$ cat src/rtl/invader_formation_ctrl.sv
// Formation motion controller for the enemy grid: marches the formation
// sideways once every N frames, drops a row and reverses at the screen
// edges, and freezes with an invasion flag when it reaches the player zone.
module invader_formation_ctrl #(
    parameter int COLS       = 8,
    parameter int ROWS       = 3,
    parameter int X_START    = 32,
    parameter int X_SPACING  = 64,
    parameter int Y_START    = 40,
    parameter int Y_SPACING  = 50,
    parameter int SPRITE_W   = 32,
    parameter int SPRITE_H   = 16,
    parameter int X_MIN      = 0,
    parameter int X_MAX      = 640,
    parameter int STEP_X     = 8,
    parameter int STEP_Y     = 16,
    parameter int Y_LIMIT    = 400,
    parameter int MIN_PERIOD = 2
) (
    input  logic                 clk,
    input  logic                 reset,
    input  logic                 vga_vs,
    input  logic                 enable,
    input  logic                 restart,
    input  logic [4:0]           alive_count,
    output logic [COLS*10-1:0]   col_x,
    output logic [ROWS*10-1:0]   row_y,
    output logic                 dir_right,
    output logic                 step_pulse,
    output logic                 invaded
);

    typedef enum logic [1:0] {IDLE, MARCH, DESCEND, INVADED} state_t;

    // Span of the formation measured from column 0's left edge.
    localparam int FORM_W    = (COLS - 1) * X_SPACING + SPRITE_W;
    localparam int DROP_SPAN = (ROWS - 1) * Y_SPACING + SPRITE_H;

    localparam logic [9:0]  X_START10  = 10'(X_START);
    localparam logic [9:0]  Y_START10  = 10'(Y_START);
    localparam logic [9:0]  STEP_X10   = 10'(STEP_X);
    localparam logic [9:0]  STEP_Y10   = 10'(STEP_Y);
    localparam logic [10:0] STEP_X11   = 11'(STEP_X);
    localparam logic [10:0] STEP_Y11   = 11'(STEP_Y);
    localparam logic [10:0] FORM_W11   = 11'(FORM_W);
    localparam logic [10:0] SPAN11     = 11'(DROP_SPAN);
    localparam logic [10:0] X_MIN11    = 11'(X_MIN);
    localparam logic [10:0] X_MAX11    = 11'(X_MAX);
    localparam logic [10:0] Y_LIMIT11  = 11'(Y_LIMIT);
    localparam logic [4:0]  MIN_PER5   = 5'(MIN_PERIOD);

    state_t      state, state_n;
    logic [9:0]  base_x, base_x_n;
    logic [9:0]  base_y, base_y_n;
    logic        dir_n, pulse_n, invaded_n;
    logic [4:0]  frame_cnt, frame_cnt_n;
    logic        vs_s1, vs_s2;
    logic        frame_edge;
    logic [4:0]  period;
    logic [5:0]  cnt_inc;
    logic        right_hit, left_hit, invade_hit;

    // Two-stage capture of the vertical sync; restart also re-arms it.
    always_ff @(posedge clk or posedge reset) begin
        if (reset) begin
            vs_s1 <= 1'b1;
            vs_s2 <= 1'b1;
        end else if (restart) begin
            vs_s1 <= 1'b1;
            vs_s2 <= 1'b1;
        end else begin
            vs_s1 <= vga_vs;
            vs_s2 <= vs_s1;
        end
    end

    // Registered formation state, loaded from the next-state logic.
    always_ff @(posedge clk or posedge reset) begin
        if (reset) begin
            state      <= IDLE;
            base_x     <= X_START10;
            base_y     <= Y_START10;
            dir_right  <= 1'b1;
            step_pulse <= 1'b0;
            invaded    <= 1'b0;
            frame_cnt  <= 5'd0;
        end else begin
            state      <= state_n;
            base_x     <= base_x_n;
            base_y     <= base_y_n;
            dir_right  <= dir_n;
            step_pulse <= pulse_n;
            invaded    <= invaded_n;
            frame_cnt  <= frame_cnt_n;
        end
    end

    // Frame pacing, edge tests and the march/descend/invade state machine.
    always_comb begin
        state_n     = state;
        base_x_n    = base_x;
        base_y_n    = base_y;
        dir_n       = dir_right;
        pulse_n     = 1'b0;
        invaded_n   = invaded;
        frame_cnt_n = frame_cnt;

        frame_edge = vs_s2 & ~vs_s1;
        period     = (alive_count < MIN_PER5) ? MIN_PER5 : alive_count;
        cnt_inc    = {1'b0, frame_cnt} + 6'd1;
        right_hit  = ({1'b0, base_x} + STEP_X11 + FORM_W11) > X_MAX11;
        left_hit   = {1'b0, base_x} < (X_MIN11 + STEP_X11);
        invade_hit = ({1'b0, base_y} + STEP_Y11 + SPAN11) >= Y_LIMIT11;

        case (state)
            IDLE: begin
                frame_cnt_n = 5'd0;
                if (enable) begin
                    state_n = MARCH;
                end
            end
            MARCH: begin
                if (enable && (alive_count != 5'd0) && frame_edge) begin
                    if (cnt_inc >= {1'b0, period}) begin
                        frame_cnt_n = 5'd0;
                        if (dir_right) begin
                            if (right_hit) begin
                                state_n = DESCEND;
                            end else begin
                                base_x_n = base_x + STEP_X10;
                                pulse_n  = 1'b1;
                            end
                        end else begin
                            if (left_hit) begin
                                state_n = DESCEND;
                            end else begin
                                base_x_n = base_x - STEP_X10;
                                pulse_n  = 1'b1;
                            end
                        end
                    end else begin
                        frame_cnt_n = cnt_inc[4:0];
                    end
                end
            end
            DESCEND: begin
                base_y_n = base_y + STEP_Y10;
                dir_n    = ~dir_right;
                pulse_n  = 1'b1;
                if (invade_hit) begin
                    invaded_n = 1'b1;
                    state_n   = INVADED;
                end else begin
                    state_n = MARCH;
                end
            end
            INVADED: begin
                state_n = INVADED;
            end
            default: begin
                state_n = IDLE;
            end
        endcase

        if (restart) begin
            state_n     = IDLE;
            base_x_n    = X_START10;
            base_y_n    = Y_START10;
            dir_n       = 1'b1;
            pulse_n     = 1'b0;
            invaded_n   = 1'b0;
            frame_cnt_n = 5'd0;
        end
    end

    // Per-column and per-row positions fanned out from the base corner.
    always_comb begin
        col_x = '0;
        row_y = '0;
        for (int i = 0; i < COLS; i++) begin
            col_x[i*10 +: 10] = base_x + 10'(i * X_SPACING);
        end
        for (int k = 0; k < ROWS; k++) begin
            row_y[k*10 +: 10] = base_y + 10'(k * Y_SPACING);
        end
    end

endmodule

$ cat config.mk
export PLATFORM = sky130hd
export DESIGN_NAME = invader_formation_ctrl
export DESIGN_NICKNAME = d
export VERILOG_FILES = /design/src/rtl/invader_formation_ctrl.sv
export SDC_FILE = /design/constraint.sdc
export NUM_CORES = 1
export LEC_CHECK = 0
export ABC_AREA = 1
export CORE_MARGIN = 10
export CORE_UTILIZATION = 44
export CTS_CLUSTER_DIAMETER = 30
export DETAILED_ROUTE_END_ITERATION = 8
export PLACE_DENSITY = 0.83
export SLEW_MARGIN = 30
export SYNTH_ARGS = -nofsm -noshare
export SYNTH_HDL_FRONTEND = slang
export SYNTH_SLANG_ARGS = --single-unit
$ cat constraint.sdc
create_clock -name clk -period 2.5 [get_ports clk]
set_input_delay 0.5 -clock clk [delete_from_list [all_inputs] [get_ports clk]]
set_output_delay 0.5 -clock clk [all_outputs]
set_load 0.1 [all_outputs]
==> metrics.md <==
| Metric | Value |
|---|---|
| Outcome | complete, no violations |
| Multi-input combinational cell area | 0.00207 sq mm |
| Library cell occupying the most area in the post-synthesis netlist | buf_4 |
| Core Footprint | 0.00639 sq mm |
| Die height | 101 microns |
| Most common cell after layout, fill and taps aside | buf_4 |
| Hold violation count in the final report | 0 |
| Antenna violations before repair | 0 |
| Number of buffers inserted during clock tree synthesis | 3 |
| Maximum number of pins on one net before global-route repair | 27 |
| Worst Clk Skew | 0.00463 ns |
| Number of buffers on the longest clock path | 2 |
| Initial cell density of the core | 45.4% |
| DRC errors left | 0 |
| Area growth syn-to-layout | 45.5% |
| Final Net Count | 488 |
| Number of cells traversed by the worst hold path | 2 |
| Total Wirelength | 7610 microns |
| Number of input and output port buffers inserted | 89 |
| Number of vias in the routed layout | 2,499 |
| First-pass GRT wire length | 12,100 microns |
| Endpoint class of the critical path | output port |
| Ratio of cells with drive above 1 in the final layout | 40.9% |
| Summed negative setup slack over all endpoints | 0 ns |
| Pre-antenna DRT Iters | 4 |
| Setup slack after placement | -0.334 ns |
| H-Tree Level Count | 1 |
| DIE AREA | 0.0102 sq mm |
| Global route total overflow | 0 |
| End point of the critical path | col_x[39] |
| Average wire per standard cell | 14.5 microns |
| Slew Limit Fails | 0 |
| Vias in the first global route | 2,473 |
| DIE WIDTH | 101 microns |
| Post-route minimum period | 2.42 ns |
| Reg2Reg Setup Slack | 0.23 ns |
| Cell at the root of the clock tree | clkbuf_8 |
| Unique masters post-synth | 38 |
| Setup crit start kind | flip-flop |
| Insertion delay to the later sink of the worst-skew pair | 0.27 ns |
| Class of the most critical setup path | flip-flop to output port |
| Overall Global Routing Usage | 14.1% |
| Violation count after the first detailed-routing iteration | 168 |
| R2r startpoint | frame_cnt[0] |
| Post-synthesis instance total | 382 |
| Worst min path class | flip-flop to flip-flop |
| Fill cell count | 508 |
| Area share of the largest cell type after synthesis | 17.4% |
| Synth top area cells | buf_4 (17%), dfrtp_1 (17%), ha_1 (13%) |
| Mean instance size in the synthesized netlist | 7.59 sq um |
| Diodes inserted | 0 |
| Number of buffers added to fix hold violations after cts | 0 |
| Flip-flop and latch area | 684 sq um |
| Routability Congestion | 0.819 |
| Standard-cell rows | 29 |
| Number of flip-flops and latches in the synthesized netlist | 26 |
| Number of nets with antenna violations after routing | 0 |
| Highest fanout seen on the critical path | 8 |
| Clock edge transition at the registers on the reported setup and hold paths | 0.09 ns |
| I/O pin total | 123 |
| CTS sink count | 26 |
| Dpl hpwl | 6230 microns |
| Setup repair after global routing missed its margin | false |
| Final setup violating endpoints | 0 |
| CP Data Arrival Time | 1.92 ns |
| Warnings, synthesis | 0 |
| CTS tree | yes |
| Number of max-cap violations | 0 |
| Final critical-path setup slack | 0.0810 ns |
| Commonest cells after routing, fill and taps aside | buf_4 (68), nand2_1 (62), conb_1 (33) |
| Synthesized area | 0.00290 sq mm |
| Proportion of synthesized chip area in sequential cells | 22.7% |
| Mean number of vias per cell | 4.77 |
| Fin crit share | 96.8% |
| CP Data Required Time | 2.00 ns |
| Number of cell instances on the worst register-to-register path | 12 |
| Maximum achievable frequency | 413 MHz |
| Reg-to-reg endpoint | base_x[4] |
| Worst setup path start | base_x[8] |
## logic make-up after synthesis
kind of cell	after synthesis	share of synthesized area [%]
buf+inv	115	24.2
xor+xnor	27	8.16
simple gates	140	22.7
compound gates	42	9.02
fa+ha+maj	30	12.9
other cells	2	0.259
flops	26	22.7
## timing repair
action | CTS | global route
endpoints found under the setup margin | 2 | 12
setup buffers | 3 | 4
resized for setup | 2 | 6
gates cloned | 0 | 1
pin swaps | 1 | 6
## through the flow
stage / util (%) / hold WS, ns / area (sq um) / instances
3_5_place_dp: 63.6 / 0.463 / 4060 / 512
2_1_floorplan: - / 0.443 / 3480 / 413
4_1_cts: 64.9 / 0.478 / 4150 / 519
5_1_grt: 66.0 / 0.512 / 4220 / 524
3_3_place_gp: 63.6 / 0.458 / 4060 / 512
6_report: 66.0 / 0.473 / 4220 / 524
## metal layers
| metal | vias up | share of wire (%) | global-route usage, % |
|---|---|---|---|
| met5 | - | 0 | 0 |
| met4 | 0 | 0.89 | 3.86 |
| met3 | 5 | 7.4 | 3.06 |
| met2 | 97 | 51 | 24.8 |
| met1 | 1161 | 41 | 16.7 |
| li1 | 1236 | - | - |
## Yosys cell counts
master,number
buf_4,67
nand2_1,65
inv_1,38
ha_1,30
nand3_1,28
nor2_1,23
dfrtp_1,20
xor2_1,20
o21ai_0,14
a21oi_1,13
nand2_2,9
o21ai_2,7
xnor2_1,7
dfstp_2,6
buf_2,4
nand4_1,3
a21o_1,2
conb_1,2
inv_2,2
nor2_2,2
nor3_1,2
or2_2,2
a211oi_1,1
a21boi_2,1
a21oi_2,1
a22o_1,1
a31oi_1,1
buf_8,1
clkbuf_1,1
clkbuf_2,1
clkinv_1,1
nand2_4,1
nand3_2,1
nand4_4,1
nor2_4,1
nor3b_2,1
nor4_2,1
o21bai_1,1
## sequential cells by signal (all words and copies together) (netlist names)
signal,cells
base_x,7
base_y,7
dir_right,1
frame_cnt,5
invaded,1
state,2
step_pulse,1
vs_s1,1
vs_s2,1
## worst max-delay path, cell delays in order, from the launching register on
cell	delay [ns]
dfrtp_4	0.54
buf_4	0.22
ha_1	0.29
xor2_4	0.21
nand2_1	0.11
o21ai_4	0.08
buf_12	0.19
## cell type report
type / count / area share (%)
clock buffer: 4 / 1.31
inverter: 41 / 4.36
multi-input combinational: 273 / 49.1
sequential: 26 / 16.2
tap: 77 / 2.28
timing repair buffer: 103 / 26.8
## how the worst min path moves through the flow
stage | start | end | slack, ns
6_report | vs_s1 | vs_s2 | 0.47
5_1_grt | vs_s1 | vs_s2 | 0.51
4_1_cts | vs_s1 | vs_s2 | 0.48
3_5_place_dp | vs_s1 | vs_s2 | 0.46
3_3_place_gp | vs_s1 | vs_s2 | 0.46
2_1_floorplan | vs_s1 | vs_s2 | 0.44
Power is not shown: default switching activity piles up to over one toggle a cycle in this logic, so the estimate is an artifact.
